<file path="src/rtl/sram_64x64_ctrl.sv">
`default_nettype none
// ============================================================================
//  Module   : sram_64x64_ctrl
//  Purpose  : Valid/ready front end for a 64 x 64-bit single-port SRAM.
//             Requests are forwarded to the SRAM combinationally in the cycle
//             they are accepted.  Reads return their data through a 2-entry
//             response FIFO.  A credit check on the request side keeps that
//             FIFO from ever overflowing.
//  Ports    :
//    i_clk, i_rst_n          clock; asynchronous active-low reset
//    i_req_valid/o_req_ready request handshake
//    i_req_we                1 = write, 0 = read
//    i_req_addr[5:0]         word address
//    i_req_wdata[63:0]       write data
//    i_req_be[7:0]           byte enables, bit k covers data bits [8k+7:8k]
//    o_rsp_valid/i_rsp_ready read response handshake
//    o_rsp_rdata[63:0]       read data (FIFO head)
//    o_sram_*                SRAM macro control, address, data and bit mask
//    i_sram_rdata[63:0]      SRAM read data, valid one cycle after the access
//    o_busy                  a read is in flight or the FIFO holds data
//  Revision : 1.0 - initial release
// ============================================================================
module sram_64x64_ctrl (
    input  logic        i_clk,
    input  logic        i_rst_n,
    input  logic        i_req_valid,
    output logic        o_req_ready,
    input  logic        i_req_we,
    input  logic [5:0]  i_req_addr,
    input  logic [63:0] i_req_wdata,
    input  logic [7:0]  i_req_be,
    output logic        o_rsp_valid,
    input  logic        i_rsp_ready,
    output logic [63:0] o_rsp_rdata,
    output logic        o_sram_cen,
    output logic        o_sram_wen,
    output logic [5:0]  o_sram_addr,
    output logic [63:0] o_sram_wdata,
    output logic [63:0] o_sram_bit_mask,
    input  logic [63:0] i_sram_rdata,
    output logic        o_busy
);

    logic        w_acc;
    logic        w_pop;
    logic        w_push;
    logic [2:0]  w_outstanding;

    logic        rd_pend_q;
    logic        rd_pend_d;
    logic [63:0] fifo_q [2];
    logic        wr_ptr_q;
    logic        rd_ptr_q;
    logic [1:0]  cnt_q;
    logic [1:0]  cnt_d;

    // ------------------------------------------------------------------
    // Handshakes and credit
    // ------------------------------------------------------------------
    assign w_pop = o_rsp_valid & i_rsp_ready;

    // Every read still owed to the consumer occupies either the pending
    // slot or a FIFO entry, so their sum is the number of credits in use.
    // A pop in this cycle frees one entry at the same edge, which is what
    // lets a blocked requester go the moment the consumer takes data.
    assign w_outstanding = {1'b0, cnt_q} + {2'b00, rd_pend_q};
    assign o_req_ready   = i_rst_n & ((w_outstanding < 3'd2) | w_pop);
    assign w_acc         = i_req_valid & o_req_ready;

    // ------------------------------------------------------------------
    // SRAM side: purely combinational from the accepted request
    // ------------------------------------------------------------------
    assign o_sram_cen   = w_acc;
    assign o_sram_wen   = w_acc & i_req_we;
    assign o_sram_addr  = i_req_addr;
    assign o_sram_wdata = i_req_wdata;

    generate
        for (genvar k = 0; k < 8; k++) begin : g_mask
            assign o_sram_bit_mask[8*k +: 8] = {8{o_sram_wen & i_req_be[k]}};
        end
    endgenerate

    // ------------------------------------------------------------------
    // Read tracking and response FIFO
    // ------------------------------------------------------------------
    assign rd_pend_d = w_acc & ~i_req_we;

    // SRAM data for the read accepted last cycle is on i_sram_rdata now.
    assign w_push = rd_pend_q;

    always_comb begin
        cnt_d = cnt_q;
        case ({w_push, w_pop})
            2'b10:   cnt_d = cnt_q + 2'd1;
            2'b01:   cnt_d = cnt_q - 2'd1;
            default: cnt_d = cnt_q;
        endcase
    end

    // Storage is cleared by reset as well so that o_rsp_rdata reads zero
    // while the block is held in reset.
    always_ff @(posedge i_clk or negedge i_rst_n) begin
        if (!i_rst_n) begin
            rd_pend_q <= 1'b0;
            fifo_q[0] <= '0;
            fifo_q[1] <= '0;
            wr_ptr_q  <= 1'b0;
            rd_ptr_q  <= 1'b0;
            cnt_q     <= 2'd0;
        end else begin
            rd_pend_q <= rd_pend_d;
            if (w_push) begin
                fifo_q[wr_ptr_q] <= i_sram_rdata;
                wr_ptr_q         <= ~wr_ptr_q;
            end
            if (w_pop) begin
                rd_ptr_q <= ~rd_ptr_q;
            end
            cnt_q <= cnt_d;
        end
    end

    assign o_rsp_valid = (cnt_q != 2'd0);
    assign o_rsp_rdata = fifo_q[rd_ptr_q];
    assign o_busy      = rd_pend_q | o_rsp_valid;

endmodule
`default_nettype wire

</file>
<file path="config.mk">
export PLATFORM = sky130hd
export DESIGN_NAME = sram_64x64_ctrl
export DESIGN_NICKNAME = d
export VERILOG_FILES = /design/src/rtl/sram_64x64_ctrl.sv
export SDC_FILE = /design/constraint.sdc
export NUM_CORES = 1
export LEC_CHECK = 0
export CAP_MARGIN = 15
export CORE_MARGIN = 4
export CORE_UTILIZATION = 37
export DETAILED_ROUTE_END_ITERATION = 12
export GPL_TIMING_DRIVEN = 0
export PLACE_DENSITY = 0.78
export SYNTH_ARGS = -nofsm -noshare
export SYNTH_HDL_FRONTEND = slang
export SYNTH_SLANG_ARGS = --single-unit
export TNS_END_PERCENT = 100
</file>
<file path="constraint.sdc">
create_clock -name i_clk -period 1.6 [get_ports i_clk]
set_input_delay 0.32 -clock i_clk [delete_from_list [all_inputs] [get_ports i_clk]]
set_output_delay 0.32 -clock i_clk [all_outputs]
set_load 0.05 [all_outputs]
</file>
# After elaboration in Yosys (flattened, before gate mapping)
# Cells that the tools add are included.
# W data, S select, Z words.
totals:
  register_bits: 133
  mem_count: 0
  out_inout_bits: 203
  ramBits: 0
  latchBits: 0
  inputBits: 147
  elab_cells: 45
  mem_bits_ro: 0
op_classes:
  multipliers: 0
  div: 0
  bitwise_logic: 20
  eq_ne: 2
  n_reduce_logical: 3
  n_lt_le_gt_ge: 4
  shift: 0
  n_mux: 7
  add_sub_neg: 3
op_table:
  columns: ["cell", "count"]
  rows:
  - ["$mux W64", 4]
  - ["$bwmux W128", 1]
  - ["$demux W64 S1", 1]
  - ["$and A1 B1 Y1", 13]
  - ["$ge A2 B2 Y1 const B", 2]
  - ["$not A1 Y2", 2]
  - ["$pmux W2 S2", 1]
  - ["$reduce_bool A2 Y1", 2]
  - ["$add A2 B1 Y3", 1]
  - ["$lt A3 B2 Y1 const B", 1]
  - ["$not A1 Y1", 3]
  - ["$add A2 B1 Y2 const B", 1]
  - ["$eq A2 B1 Y1 const B", 1]
  - ["$eq A2 B2 Y1 const B", 1]
  - ["$lt A2 B1 Y1 const B", 1]
  - ["$or A1 B1 Y1", 2]
  - ["$sub A2 B1 Y2 const B", 1]
  - ["$logic_and A1 B1 Y1", 1]

# Logic depth before layout (Yosys ltp)
# Gate-level depths: netlist (run 1).
depth:
  depth_word: 7
  depth_mapped: 6
  ltp_nobuf: 6

# Worst setup path before layout (run 1)
# OpenSTA, ideal clock, no wires.
synth_path:
  kind: "register to output"
  start: "register rd_pend_q"
  end: "output o_sram_bit_mask[10]"
  setup_slack_ns: -1.001
  n_path_buf: 2
  arrival_time_ns: 2.281
  t_required_ns: 1.280
  path_stages_with_launch: 6
  cell_sequence: "dfrtp_1 -> a21oi_1 -> o21a_1 -> clkbuf_1 -> and3_1 -> buf_4"
synth_between:
  elab_chain_len: 7
synth_lines:
  columns: ["item", "line_no", "text"]
  rows:
  - ["start, declared", "49", "logic rd_pend_q;"]
  - ["start signal, assigned", "112", "rd_pend_q <= rd_pend_d;"]
  - ["$add A2 B1 Y3", "66", "assign w_outstanding = {1'b0, cnt_q} + {2'b00, rd_pend_q};"]
  - ["$lt A3 B2 Y1", "67", "assign o_req_ready = i_rst_n & ((w_outstanding < 3'd2) | w_pop);"]
  - ["$or A1 B1 Y1", "67", null]
  - ["$and A1 B1 Y1", "67", null]
  - ["via o_req_ready", "27", "output logic o_req_ready,"]
  - ["$and A1 B1 Y1", "68", "assign w_acc = i_req_valid & o_req_ready;"]
  - ["$and A1 B1 Y1", "74", "assign o_sram_wen = w_acc & i_req_we;"]
  - ["$and A1 B1 Y1", "80", "assign o_sram_bit_mask[8*k +: 8] = {8{o_sram_wen & i_req_be[k]}};"]
  - ["end, declared", "39", "output logic [63:0] o_sram_bit_mask,"]
# The timed path passes the listed nets, and every way through them passes these cells.

# Worst setup path after layout (run 1)
layout_path:
  start: "register cnt_q[0]"
  end: "output o_sram_bit_mask[43]"
layout_between:
  elab_chain_len: 7
  word_cells_on_any_way: 9
  classes_between: "add/sub (1); order compare (1); bitwise (6); reduce/logical (1)"
layout_lines:
  columns: ["item", "line_no", "text"]
  rows:
  - ["start, declared", "54", "logic [1:0] cnt_q;"]
  - ["start signal, assigned", "120", "cnt_q <= cnt_d;"]
  - ["$add A2 B1 Y3 / $reduce_bool A2 Y1 (equally long branches)", "66, 124", null]
  - ["$lt A3 B2 Y1 / $and A1 B1 Y1 (equally long branches)", "67, 60", null]
  - ["$or A1 B1 Y1 (*)", "67", null]
  - ["$and A1 B1 Y1 (*)", "67", null]
  - ["$and A1 B1 Y1 (*)", "68", null]
  - ["$and A1 B1 Y1 (*)", "74", null]
  - ["$and A1 B1 Y1 (*)", "80", null]
# Mark *: on every way between the ends. The rest lies on a longest branch, timed or not.

==> run metrics, run 1 <==
outcome=complete, but fails checks; failing checks=hold timing, setup timing; Synth Net Count=around 650; Clock Skew=slightly below 0.01 ns; area share of fa/ha/maj cells after synthesis=less than 1%; CP endpoint kind=primary output; # diodes=0; Post-Synth XOR/XNOR Area=less than 1%; Main synth FF type=dfrtp_1; Max Freq=451 MHz; sw frac=between 40% and 50%; most instantiated cells after synthesis=mux2_2 (177), dfrtp_1 (133), buf_4 (126), mux2_1 (15), and3_1 (8); Yosys cell types=23; Hold Crit Class=input pin to asynchronous set/reset pin; CP Launch Type=flip-flop; worst vdd ir=1.23 mV; Final Hold Vio Count=58; initial antenna violation count=0; Worst Max-Slew Pin Slew=approximately 0.57 ns; sequential cell area fraction in the yosys report=48.4%; setup violators final=between 100 and 150; CTS buffer count=17; Arr. time, crit path=between 1.5 and 2 ns; maxcap violations=0; Setup WS post-layout=-0.615 ns; gr ovfl total=0; CTS tree=yes; Ports=350; gpl congestion=0.750; Compound-Gate Fraction of Synth Area=less than 1%; most frequent CP cell=buf_8; row count=49; Worst-Skew Late Latency=between 0.4 and 0.5 ns; Worst path slowest cell=dfrtp_2; top fanout value on the critical path=8; Synth area leader=dfrtp_1; Fin Hold WS=-0.128 ns; vias per cell=around 4.6; initial drt markers=approximately 150; Syn Area/Cell=approximately 14 µm²; CP peak stage delay=roughly 0.43 ns; P&R area growth vs syn=78.5%; DR WL met2=between 10,000 and 15,000 µm; Final min period=2.21 ns; critical path class=flip-flop to primary output; setup_tns=-67.70 ns; max-slew violations=0; Starting Density=38.0%; die area=roughly 21,000 µm²; DRC errors left=0; total internal power=15.7 mW; Final ANT Viol Nets=0; routed len/inst=a little under 20 µm; simple-gate portion of the synthesized area=1.91%; Metal-1 WL=8050 µm; Combinational Power Share=a little over three fifths; Leak Pwr=5.59 nW; core area=approximately 18,000 µm²; ys async rst share=between 90% and 100%; post-synthesis cell area=6870 µm²; max_slew headroom=between 60% and 70%; multiplexer share of the synthesized area=31.5%; worst path required time=between 1 and 1.5 ns; share of layout cells above drive strength 1=approximately 64%; met3 routed WL=between 1500 and 2000 µm; Nets=around 980; most frequent cell after synthesis=mux2_2; Max Used Layer=met4; CTS sink cnt=about 130; die width=between 100 and 150 µm; Tcrit/Tclk final=138%; Die Span Y=about 140 µm; Max clock buf depth=2; H-tree levels=4; fraction of power consumed by sequential logic=22.6%; Ys Warns=0; number of synthesized flops with an enable pin=0; Routed WL=20,700 µm; Power, Total=approximately 27 mW; HPWL after detailed placement=roughly 14,000 µm; CP Cell Sequence=a21oi_2, o21a_2, buf_8, and3_4, buf_6, buf_8; pre-CTS setup slack=-1.24 ns; Post-Synthesis Cells=~500; final core utilization=around 68%; first-pass GRT wire length=approximately 29,000 µm; PwrDens=2160 nW/µm²; clock root cell=clkbuf_16; area share of the largest cell type after synthesis=between 40% and 50%; P_sw=10.8 mW; Vias=roughly 4,900; GRT Util Overall=18.4%; combinational family with the most area after synthesis=multiplexers; #FFs+latches synth=133; Clock power frac=~14%; clk slew on worst S/H paths=approximately 0.060 ns; RSZ-0062 raised after global routing=yes; Port-buffer cells=between 200 and 300; TritonRoute pass-1 iters=4; vias in the first global route=~5,400; largest net degree at the start of global routing=between 70 and 80; Synth area leaders=dfrtp_1 (48%), mux2_2 (29%), buf_4 (14%)
power groups by stage:
stage	clock, mW	combinational (mW)	sequential, mW
finish	3.86	16.7	6.00
global route	4.10	17.3	6.21
CTS	3.92	13.4	5.89
detailed placement	0	12.8	5.93
global placement	0	12.7	5.85
floorplan	0	9.11	5.66
critical path: cells and delay by family (launching register included):
kind	cells	cell delay (ns)
DFF	1	0.43
AOI/OAI and AO/OA	2	0.35
and+or+nand+nor	1	0.30
buffers and inverters	3	0.39
logic make-up after synthesis:
family                   Yosys count
AND/OR/NAND/NOR                   18
XOR/XNOR                           5
buffers and inverters            148
adder cells (fa/ha/maj)            1
multiplexers                     192
AO/OA/AOI/OAI                      2
flip-flops                       133
path summary, 6_finish.rpt:
kind                                             to  depth (start not counted)  slack [ns]        from
worst max-delay path            o_sram_bit_mask[43]                          6       -0.61    cnt_q[0]
worst min-delay path                     fifo_q[74]                          1       -0.13     i_rst_n
worst max register to register             cnt_q[1]                          6       -0.09    cnt_q[1]
worst min register to register           fifo_q[89]                          1        0.49  fifo_q[89]
max in group asynchronous                fifo_q[23]                          2        0.96     i_rst_n
min in group i_clk                       fifo_q[89]                          1        0.49  fifo_q[89]
metal layers:
| layer | global-route usage (%) | vias up |
|---|---|---|
| met2 | 31.2 | 202 |
| met3 | 6.81 | 20 |
| met1 | 21.8 | 2420 |
| met5 | 0 | - |
| met4 | 5.89 | 0 |
| li1 | - | 2251 |
placed cells by master, fill, tap and decap left out, types with 2 or more instances in the layout:
| cell type | netlist | layout |
|---|---|---|
| bufinv_16 | 0 | 2 |
| dfrtp_2 | 0 | 3 |
| buf_12 | 6 | 21 |
| xnor2_1 | 2 | 2 |
| buf_6 | 6 | 79 |
| clkinv_2 | 0 | 4 |
| clkbuf_8 | 0 | 2 |
| mux2_1 | 15 | 15 |
| buf_8 | 0 | 122 |
| clkdlybuf4s50_1 | 0 | 145 |
| mux2_2 | 177 | 124 |
| dfrtp_1 | 133 | 130 |
| buf_4 | 126 | 80 |
| and2_4 | 0 | 2 |
| clkbuf_16 | 0 | 25 |
| xor2_1 | 3 | 3 |
| clkinvlp_4 | 0 | 3 |
| mux2_4 | 0 | 53 |
| clkinv_4 | 0 | 2 |
| and3_4 | 0 | 8 |
through the flow:
step | std cells | cell area (µm²)
2_1_floorplan | 499 | 7130
3_3_place_gp | 1007 | 10200
3_5_place_dp | 1008 | 10200
4_1_cts | 1050 | 11200
5_1_grt | 1069 | 12300
6_report | 1069 | 12300
cell type report:
cell class | count | area, µm²
Clock buffer | 20 | 457
Fill cell | 1245 | 5830
Inverter | 1 | 6.26
Multi-Input combinational cell | 218 | 2630
Timing Repair Buffer | 311 | 3940
Clock inverter | 12 | 129
Sequential cell | 133 | 3330
Tap cell | 229 | 287
Buffer | 145 | 1490
state kept, by name, indices dropped and copies added (netlist names):
signal     cells
fifo_q       128
rd_ptr_q       1
rd_pend_q      1
cnt_q          2
wr_ptr_q       1
repair_timing:
| action | 4_1_cts | 5_1_grt |
|---|---|---|
| setup buffers | 10 | 14 |
| cloned | 1 | 8 |
| resized for setup | 976 | 195 |
| setup endpoints to repair | 134 | 153 |
| endpoints found under the hold margin | 58 | 58 |
| pin swaps | 5 | 5 |
Note: power is estimated with default switching activity, not from simulation.
==> inputs of run 2 (changes only) <==
--- a/config.mk
+++ b/config.mk
@@ -5,6 +5,7 @@
 export SDC_FILE = /design/constraint.sdc
 export NUM_CORES = 1
 export LEC_CHECK = 0
+export ABC_CLOCK_PERIOD_IN_PS = 1600
 export CAP_MARGIN = 15
 export CORE_MARGIN = 4
 export CORE_UTILIZATION = 37
==> results of run 2 <==
No change in the layout: final DEF, timing and power equal those of run 1.
